[src/rtl/ula_seq.sv]
// ula_seq: command sequencer feeding a combinational ULA, with result hold and accumulator.
// Ports: clk/rst (sync, active-high); in_* valid/ready command channel with operands,
// opcode and accumulator controls; alu_a/alu_b/alu_op registered to the ULA and alu_c
// its result; out_* valid/ready result channel with zero flag; acc accumulator;
// op_count counts delivered results modulo 2^N.
module ula_seq #(
    parameter int N = 8
) (
    input  logic         clk,
    input  logic         rst,
    input  logic         in_valid,
    output logic         in_ready,
    input  logic [N-1:0] in_a,
    input  logic [N-1:0] in_b,
    input  logic [2:0]   in_op,
    input  logic         in_use_acc,
    input  logic         in_acc_clr,
    output logic [N-1:0] alu_a,
    output logic [N-1:0] alu_b,
    output logic [2:0]   alu_op,
    input  logic [N-1:0] alu_c,
    output logic         out_valid,
    input  logic         out_ready,
    output logic [N-1:0] out_data,
    output logic         out_zero,
    output logic [N-1:0] acc,
    output logic [N-1:0] op_count
);
    typedef enum logic [1:0] {IDLE, EXEC, DONE} state_t;
    state_t state;
    assign in_ready = state == IDLE;
    always_ff @(posedge clk) begin
        if (rst) begin
            state     <= IDLE;
            alu_a     <= '0;
            alu_b     <= '0;
            alu_op    <= '0;
            out_data  <= '0;
            out_zero  <= 1'b1;
            out_valid <= 1'b0;
            acc       <= '0;
            op_count  <= '0;
        end else begin
            case (state)
                IDLE: if (in_valid) begin
                    // clear wins over accumulator reuse, so a cleared chain starts from 0
                    alu_a  <= in_acc_clr ? '0 : in_use_acc ? acc : in_a;
                    alu_b  <= in_b;
                    alu_op <= in_op;
                    if (in_acc_clr) acc <= '0;
                    state  <= EXEC;
                end
                EXEC: begin
                    out_data  <= alu_c;
                    acc       <= alu_c;
                    out_zero  <= alu_c == '0;
                    out_valid <= 1'b1;
                    state     <= DONE;
                end
                DONE: if (out_ready) begin
                    out_valid <= 1'b0;
                    op_count  <= op_count + 1'b1;
                    state     <= IDLE;
                end
                default: state <= IDLE;
            endcase
        end
    end
endmodule

[config.mk]
export PLATFORM = sky130hd
export DESIGN_NAME = ula_seq
export DESIGN_NICKNAME = d
export VERILOG_FILES = /design/src/rtl/ula_seq.sv
export SDC_FILE = /design/constraint.sdc
export NUM_CORES = 1
export LEC_CHECK = 0
export BUFFER_PORTS_ARGS = -buffer_cell sky130_fd_sc_hd__buf_4
export CAP_MARGIN = 25
export CORE_UTILIZATION = 46
export CTS_CLUSTER_DIAMETER = 30
export DETAILED_ROUTE_END_ITERATION = 6
export PLACE_DENSITY = 0.84
export RECOVER_POWER = 25
export SLEW_MARGIN = 40
export SYNTH_ARGS = -nofsm -noshare
export SYNTH_HDL_FRONTEND = slang
export SYNTH_SLANG_ARGS = --single-unit
[constraint.sdc]
create_clock -name clk -period 1.5 [get_ports clk]
set_input_delay 0.3 -clock clk [delete_from_list [all_inputs] [get_ports clk]]
set_output_delay 0.3 -clock clk [all_outputs]
set_load 0.03 [all_outputs]
==> results of run 1 <==
-- cell families after synthesis --
group / after synthesis / share of synthesized area (%)
flops: 47 / 52.73
simple gates: 81 / 21.46
fa+ha+maj: 1 / 0.7012
mux: 9 / 5.049
xor+xnor: 2 / 0.9819
buf+inv: 13 / 2.805
compound gates: 57 / 16.27
-- registers in the layout, indices dropped and copies added (netlist names) --
name and count:
alu_op 3, op_count 8, alu_b 8, out_zero 1, acc 8, state 2, alu_a 8, out_data 8
out_valid 1
-- worst max-delay path: stages (launching register included) --
cell	delay, ps
dfxtp_1	340
buf_4	200
nand3b_2	130
or4_1	520
a21oi_1	150
-- where the power goes --
group / switching [W] / internal, W
Clock: 0.000376 / 0.000327
Combinational: 0.000256 / 0.000160
Sequential: 0.0000301 / 0.00130
-- how the worst max path moves through the flow --
stage | start | end | slack, ps
2_1_floorplan | op_count[0]$_SDFFE_PP0P_ | op_count[4]$_SDFFE_PP0P_ | 50
3_3_place_gp | in_valid | alu_a[5]$_SDFFE_PP0P_ | 5
3_5_place_dp | in_valid | alu_a[5]$_SDFFE_PP0P_ | -20
4_1_cts | state[0]$_SDFFE_PP0P_ | alu_a[5]$_SDFFE_PP0P_ | 20
5_1_grt | op_count[0]$_SDFFE_PP0P_ | op_count[4]$_SDFFE_PP0P_ | 10
6_report | state[1]$_SDFFE_PP0P_ | op_count[5]$_SDFFE_PP0P_ | 90
-- area by class of cell --
class	instances	area [sq um]
clock buffer	7	76.32
fill	335	1244
tap	48	60.06
timing repair buffer	87	566.8
sequential	47	940.9
clock inverter	1	5.005
multi-input combinational	150	795.8
-- stage by stage --
| stage | worst slack (ps) | instance area (sq um) |
|---|---|---|
| global placement | 4.970 | 2447 |
| global route | 13.45 | 2445 |
| finish | 93.55 | 2445 |
| floorplan | 52.46 | 1784 |
| CTS | 24.55 | 2529 |
| detailed placement | -21.48 | 2447 |
-- layer usage --
layer | up-vias | share of wire (%) | routed length [microns] | global-route usage, %
li1 | 887 | - | - | -
met5 | - | 0 | 0 | 0
met3 | 4 | 8.1 | 350 | 6.607
met2 | 65 | 45 | 1929 | 34.34
met1 | 776 | 46 | 1969 | 25.22
met4 | 0 | 1.4 | 62 | 9.167
-- layout by cell type, fill, tap and decap left out, drive strengths merged --
cell type / instances
o31ai: 2
nor3b: 1
o21ai: 11
nor2: 6
nand2: 49
clkbuf: 30
nand2b: 1
ha: 1
clkinv: 1
nand4: 2
nand3: 2
or4: 2
nor2b: 1
xor2: 2
nor4: 2
dfxtp: 47
nand3b: 1
buf: 64
or3b: 2
nand4b: 1
mux2i: 9
a21oi: 44
or3: 11
-- cell usage after synthesis (all sizes together) --
cell type	n	area share, %
ha	1	0.70
o21ai	11	3.1
nand4b	1	0.49
or4	2	0.84
buf	3	0.70
mux2i	9	5.0
nor2b	1	0.35
nand2b	1	0.35
nor3b	1	0.42
nand4	2	0.70
dfxtp	47	53
nand2	49	10
nand3b	1	0.63
a21oi	44	12
or3b	2	0.98
nor2	6	1.3
xor2	2	0.98
o31ai	2	0.84
clkbuf	10	2.1
or3	11	3.9
nor4	2	0.70
nand3	2	0.56
==> metrics.csv, run 1 <==
metric;value;unit
syn_to_final_growth;37.03;%
max_freq;711.0;MHz
synth.yosys.warnings;0;
drc;0;
slew_viol_final;0;
first_iter_violations;73;
required;1720;ps
cts_setup_buffers;0;
clock_skew;7.127;ps
final_util;66.28;%
cts.sink_count;47;
whs_endpoint;alu_op[0]$_SDFFE_PP0P_;
grt_max_degree;48;
cp_max_fo;15;
io_pins;79;
clk_latency;290;ps
start_util;48.37;%
synth_seq_area_share;52.73;%
powerDensity;1002;mW/mm^2
cts_buffers;5;
hold_viol;0;
holdBufCountCts;0;
rows;22;
grt_pass1_vias;1541;
cts_tree;done;
cts_buffer_depth;2;
place_inst;332;
ys_types;24;
maxSlewHeadroom;68.39;%
htreeDepth;2;
num_vias;1732;
clock-root-buffer;clkbuf_8;
wl_per_cell;12.68;microns
end_kind;flop;
cts_resized;0;
nNetsFinal;325;
setup_viol;0;
hold_class;input pin to flop;
period_minus_slack;1406;ps
regToRegSetupSlack;90;ps
vdd_drop_max;0.0007344;V
drt-total-wl;4.312;mm
hold-worst-slack;255.8;ps
finalSetupTns;0;ps
worstRegToRegCells;4;
overflow;0;
rr_startpoint;state[1]$_SDFFE_PP0P_;
n_antenna_cell;0;
grt_pass1_wl;6.762;mm
clkTransAtPathRegs;80;ps
portBuffers;78;
outcome;completed;
critPathLaunchType;flop;
dp_hpwl;3.091;mm
cp.arrival;1630;ps
via_per_inst;5.094;
cellLeakagePower;0.9983;nW
fp.dieH;64.28;microns
gp_congestion;0.8113;
synth_seq_cells;47;
final_cells;340;
postSynthCellCount;210;
drv_cap;0;
worst_pin_slew;474.1;ps
synth.net_count;244;
power.total;0.002450;W
rsz0062_at_grt;no;
crit_type;flop to flop;
holdPathStages;3;
dr.pass1.iters;4;
die_area;0.004132;sq mm
netlist_area;0.001784;sq mm
r2r-end;op_count[5]$_SDFFE_PP0P_;
gr-usage-all-layers;21.05;%
coreArea;0.003689;sq mm
drive_gt1_share;25.00;%
grt_antenna_before_repair;0;
period_share;93.76;%
ant_nets;0;
holdCritStartpoint;in_op[0];
syn_area_per_cell;8.496;sq um
die_w;64.28;microns
No activity file was read; power rests on OpenSTA's default activity.
==> inputs of run 2 (changes only) <==
ABC_AREA = 1   (was unset)
CORE_UTILIZATION = 47   (was 46)
==> run 2 against run 1 <==
Design area increased by 2.4%. Critical endpoint is now in_ready. Routed wire length up 3.7%. Highest routed layer unchanged. Largest cell class unchanged. Critical path type is now flop to primary output. Sequential share of layout area is 0.90 points lower.
==> metrics.csv, run 2 <==
metric;value;unit
mostFrequentLayoutCells;buf_4, nand2_1, dfxtp_1;
max_freq;747.9;MHz
n_antenna_cell;0;
finalSetupTns;0;ps
crit_type;flop to primary output;
hold_class;input pin to flop;
cts.sink_count;47;
synth.yosys.warnings;0;
maxSlewHeadroom;71.10;%
grt_max_degree;31;
start_util;50.73;%
nNetsFinal;353;
yosysMostFrequentCell;nand2_1;
clockPowerShare;29.1;%
gr-usage-all-layers;22.25;%
ys_types;26;
rsz0062_at_grt;no;
dp_hpwl;3.322;mm
clock_skew;4.991;ps
seq_power_share;53.0;%
postSynthCellCount;242;
end_kind;primary output;
portBuffers;78;
grt_antenna_before_repair;0;
wl_per_cell;12.15;microns
synth_top_area_cell;dfxtp_1;
cts_buffers;5;
p_int;0.001797;W
p_switching;0.0007415;W
powerDensity;1014;mW/mm^2
period_minus_slack;1337;ps
first_iter_violations;104;
cts_buffer_depth;2;
cp_max_fo;3;
drt-total-wl;4.472;mm
syn_to_final_growth;30.87;%
clock-root-buffer;clkbuf_8;
grt_pass1_vias;1670;
mostFrequentLayoutCell;buf_4;
netlist_area;0.001913;sq mm
cts_resized;0;
setup_slack;162.8;ps
clk_latency;300;ps
fp.dieH;65.80;microns
cp.arrival;1040;ps
gp_congestion;0.8157;
p_sw_share;29.21;%
hold_viol;0;
num_vias;1834;
period_share;89.14;%
overflow;0;
synth_edf_count;0;
dp_slack;285.8;ps
synth_seq_area_share;49.18;%
vdd_drop_max;0.0005642;V
synth_seq_cells;47;
syn_area_per_cell;7.905;sq um
required;1200;ps
worst_pin_slew;433.1;ps
htreeDepth;2;
async_flop_share;0;%
place_inst;360;
cts_tree;done;
cellLeakagePower;1.094;nW
ant_nets;0;
synth_top_cell_area_share;49.18;%
yosys-top-cells-area;dfxtp_1, nand2_1, nor2_1;
die_area;0.004330;sq mm
clkTransAtPathRegs;80;ps
outcome;completed;
via_per_inst;4.984;
setup_viol;0;
holdBufCountCts;0;
synth_ff_type;dfxtp_1;
die_w;65.80;microns
cts_setup_buffers;0;
io_pins;79;
drive_gt1_share;27.50;%
drv_cap;0;
pwr-share-comb;17.9;%
dr.pass1.iters;4;
slew_viol_final;0;
synth.net_count;276;
synth_commonest_cells;nand2_1, dfxtp_1, nor2_1;
coreArea;0.003771;sq mm
grt_pass1_wl;7.231;mm
critPathLaunchType;flop;
rows;22;
final_cells;368;
drc;0;
==> run 2: critical path: stages (launching register included) <==
cell     delay (ps)
dfxtp_1         370
nor2_2          180
buf_4           190
==> run 2: kinds of logic after synthesis <==
logic type	Yosys count	synth area share [%]
xor gates and xnor gates	2	0.9158
DFF	47	49.18
buffers and inverters	26	7.586
AOI/OAI and AO/OA	51	15.04
adders and majority gates	1	0.6539
and+or+nand+nor	115	26.62
==> run 2: power groups by stage <==
| stage | Sequential [W] | Clock, W | Combinational, W |
|---|---|---|---|
| floorplan | 0.00148 | 0 | 0.000191 |
| global placement | 0.00137 | 0 | 0.000475 |
| detailed placement | 0.00138 | 0 | 0.000480 |
| CTS | 0.00135 | 0.000766 | 0.000480 |
| global route | 0.00135 | 0.000814 | 0.000497 |
| finish | 0.00135 | 0.000739 | 0.000454 |
==> run 2: final timing paths <==
kind	startpoint	to	slack, ps	cells past startpoint
worst min register to register	out_valid$_SDFFE_PP0P_	out_valid$_SDFFE_PP0P_	470	2
worst min-delay path	in_b[5]	alu_b[5]$_SDFFE_PP0P_	250	3
worst max-delay path	state[1]$_SDFFE_PP0P_	in_ready	160	2
worst max register to register	state[1]$_SDFFE_PP0P_	out_data[2]$_SDFFE_PP0P_	200	5
==> run 2: cell type report <==
class / count / area (sq um)
clock inverter: 2 / 12.51
timing repair buffer: 80 / 538.0
inverter: 16 / 60.06
fill: 366 / 1267
clock buffer: 6 / 72.57
sequential: 47 / 940.9
multi-input combinational: 169 / 819.5
tap: 48 / 60.06
==> run 2: metrics by stage <==
step | power, W | util [%] | cell area, sq um | hold WS (ps)
after floorplan | 0.001674 | - | 1913 | 445.2
after global placement | 0.001848 | 65.99 | 2489 | 456.3
after detailed placement | 0.001856 | 65.99 | 2489 | 456.6
after CTS | 0.002593 | 68.25 | 2574 | 236.3
after global routing | 0.002664 | 66.39 | 2504 | 242.1
final | 0.002539 | 66.39 | 2504 | 246.5
==> run 2: metal layers <==
layer / share of wire, % / vias to the layer above / global-route usage, % / wire length [microns]
li1: - / 927 / - / -
met1: 42 / 825 / 25.22 / 1892
met2: 47 / 69 / 36.61 / 2084
met3: 8.6 / 13 / 8.793 / 386
met4: 2.4 / 0 / 9.783 / 108
met5: 0 / - / 0 / 0
==> inputs of run 3 (changes only) <==
--- a/config.mk
+++ b/config.mk
@@ -10,2 +10,3 @@
 export CAP_MARGIN = 25
+export CORE_ASPECT_RATIO = 1.5
 export CORE_UTILIZATION = 47
==> constraint.sdc (replaced) <==
create_clock -name clk -period 1.5 [get_ports clk]
set_input_delay 0.15 -clock clk [delete_from_list [all_inputs] [get_ports clk]]
set_output_delay 0.15 -clock clk [all_outputs]
set_load 0.03 [all_outputs]
==> run 3 against run 2 <==
Final cell count decreased by 0.82%. Core utilization fell by 2.7 points. Critical path depth up 4. First-iteration DRC count fell by 64%. Critical endpoint is now op_count[6]$_SDFFE_PP0P_. Largest power group unchanged. Worst hold slack lost 150 ps. Combinational power decreased by 2%. Setup slack better by 140 ps. Highest routed layer unchanged. Global-route usage down 0.34 points. Routed wire length rose by 0.85%. Clock power increased by 11%. Critical path type is now flop to flop. Sequential share of layout area grew 0.075 points.
==> metrics.csv, run 3 (synthesis gave the netlist of run 2 again) <==
metric;value;unit
num_vias;1778;
crit_chain;ha_1 > nand3_1 > nor2_1 > nand3_1 > nand2_1 > nor2_1;
die_w;54.09;microns
cellLeakagePower;1.077;nW
crit_buf_inv;0;
cp.arrival;1390;ps
grt_antenna_before_repair;0;
cp_num_cells;6;
max_freq;834.7;MHz
gr-usage-all-layers;21.91;%
n_antenna_cell;0;
final_util;63.68;%
clk_latency;290;ps
finalSetupTns;0;ps
setup_viol;0;
drive_gt1_share;25.62;%
clkTransAtPathRegs;80;ps
cts_tree;done;
period_share;79.86;%
clock_skew;3.624;ps
worst_pin_slew;471.6;ps
cts_setup_buffers;0;
htreeDepth;2;
first_iter_violations;37;
rows;28;
io_pins;79;
outcome;completed;
worstRegToRegCells;6;
overflow;0;
drt-total-wl;4.510;mm
dp_hpwl;3.364;mm
powerDensity;1046;mW/mm^2
end_kind;flop;
via_per_inst;4.871;
dr.pass1.iters;4;
wl_per_cell;12.36;microns
grt_pass1_wl;6.913;mm
period_minus_slack;1198;ps
cts_buffers;5;
required;1690;ps
critical-path-top-delay-family;simple AND/OR/NAND/NOR gates;
critPathLaunchType;flop;
crit_type;flop to flop;
cts_resized;0;
dpl-instance-area;0.002485;sq mm
drc;0;
holdBufCountCts;0;
cts.sink_count;47;
drv_cap;0;
gp_congestion;0.7678;
grt_pass1_vias;1596;
crit_slowest_cell;dfxtp_1;
hold-worst-slack;101.2;ps
die_area;0.004335;sq mm
coreArea;0.003924;sq mm
rsz0062_at_grt;no;
start_util;48.76;%
syn_to_final_growth;30.61;%
hold_viol;0;
slew_viol_final;0;
fp.dieH;80.14;microns
nNetsFinal;353;
ant_nets;0;
hold_class;input pin to flop;
clock-root-buffer;clkbuf_8;
slowest_delay;390;ps
mostFrequentLayoutCells;buf_4, nand2_1, dfxtp_1;
portBuffers;78;
vdd_drop_max;0.0008617;V
holdPathStages;3;
stdcell_area;0.002499;sq mm
maxSlewHeadroom;68.53;%
fillerInstances;376;
setup_slack;302.0;ps
cp_max_fo;4;
dp_slack;313.7;ps
grt_max_degree;31;
cts_buffer_depth;2;
mostFrequentLayoutCell;buf_4;
==> run 3: worst min-delay path, cell delays in order <==
cell and delay [ps]:
buf_4 80, o21ai_1 60, nor2_1 80
==> run 3: metrics by stage <==
step                      total power, W  std cells
after floorplan                 0.001674        242
after global placement          0.001847        357
after detailed placement        0.001855        357
after CTS                       0.002670        365
after global routing            0.002738        365
final                           0.002613        365
==> run 3: path summary, 6_finish.rpt <==
kind | start | to | slack [ps]
max reg2reg | op_count[0]$_SDFFE_PP0P_ | op_count[6]$_SDFFE_PP0P_ | 300
min | in_b[6] | alu_b[6]$_SDFFE_PP0P_ | 100
max | op_count[0]$_SDFFE_PP0P_ | op_count[6]$_SDFFE_PP0P_ | 300
min reg2reg | out_valid$_SDFFE_PP0P_ | out_valid$_SDFFE_PP0P_ | 470
==> run 3: metal layers <==
layer / wire [microns] / part of all wire [%] / GRT usage [%] / vias up
met5: 0 / 0 / 0 / -
met4: 126 / 2.8 / 10.00 / 0
met3: 311 / 6.9 / 6.061 / 11
met2: 2269 / 50 / 38.89 / 65
met1: 1802 / 40 / 22.74 / 772
li1: - / - / - / 930
==> run 3: cell type report <==
| cell class | count | area (sq um) | share of cell area [%] |
|---|---|---|---|
| Sequential cell | 47 | 940.9 | 37.66 |
| Multi-Input combinational cell | 169 | 827.0 | 33.10 |
| Timing Repair Buffer | 80 | 514.2 | 20.58 |
| Clock buffer | 8 | 100.1 | 4.006 |
| Inverter | 16 | 60.06 | 2.404 |
| Tap cell | 45 | 56.30 | 2.253 |
==> run 3: power by group <==
part	total (W)	switching, W	internal (W)
Combinational	0.000445	0.000291	0.000154
Sequential	0.00135	0.0000384	0.00131
Clock	0.000822	0.000401	0.000421
Total	0.00261	0.000730	0.00188
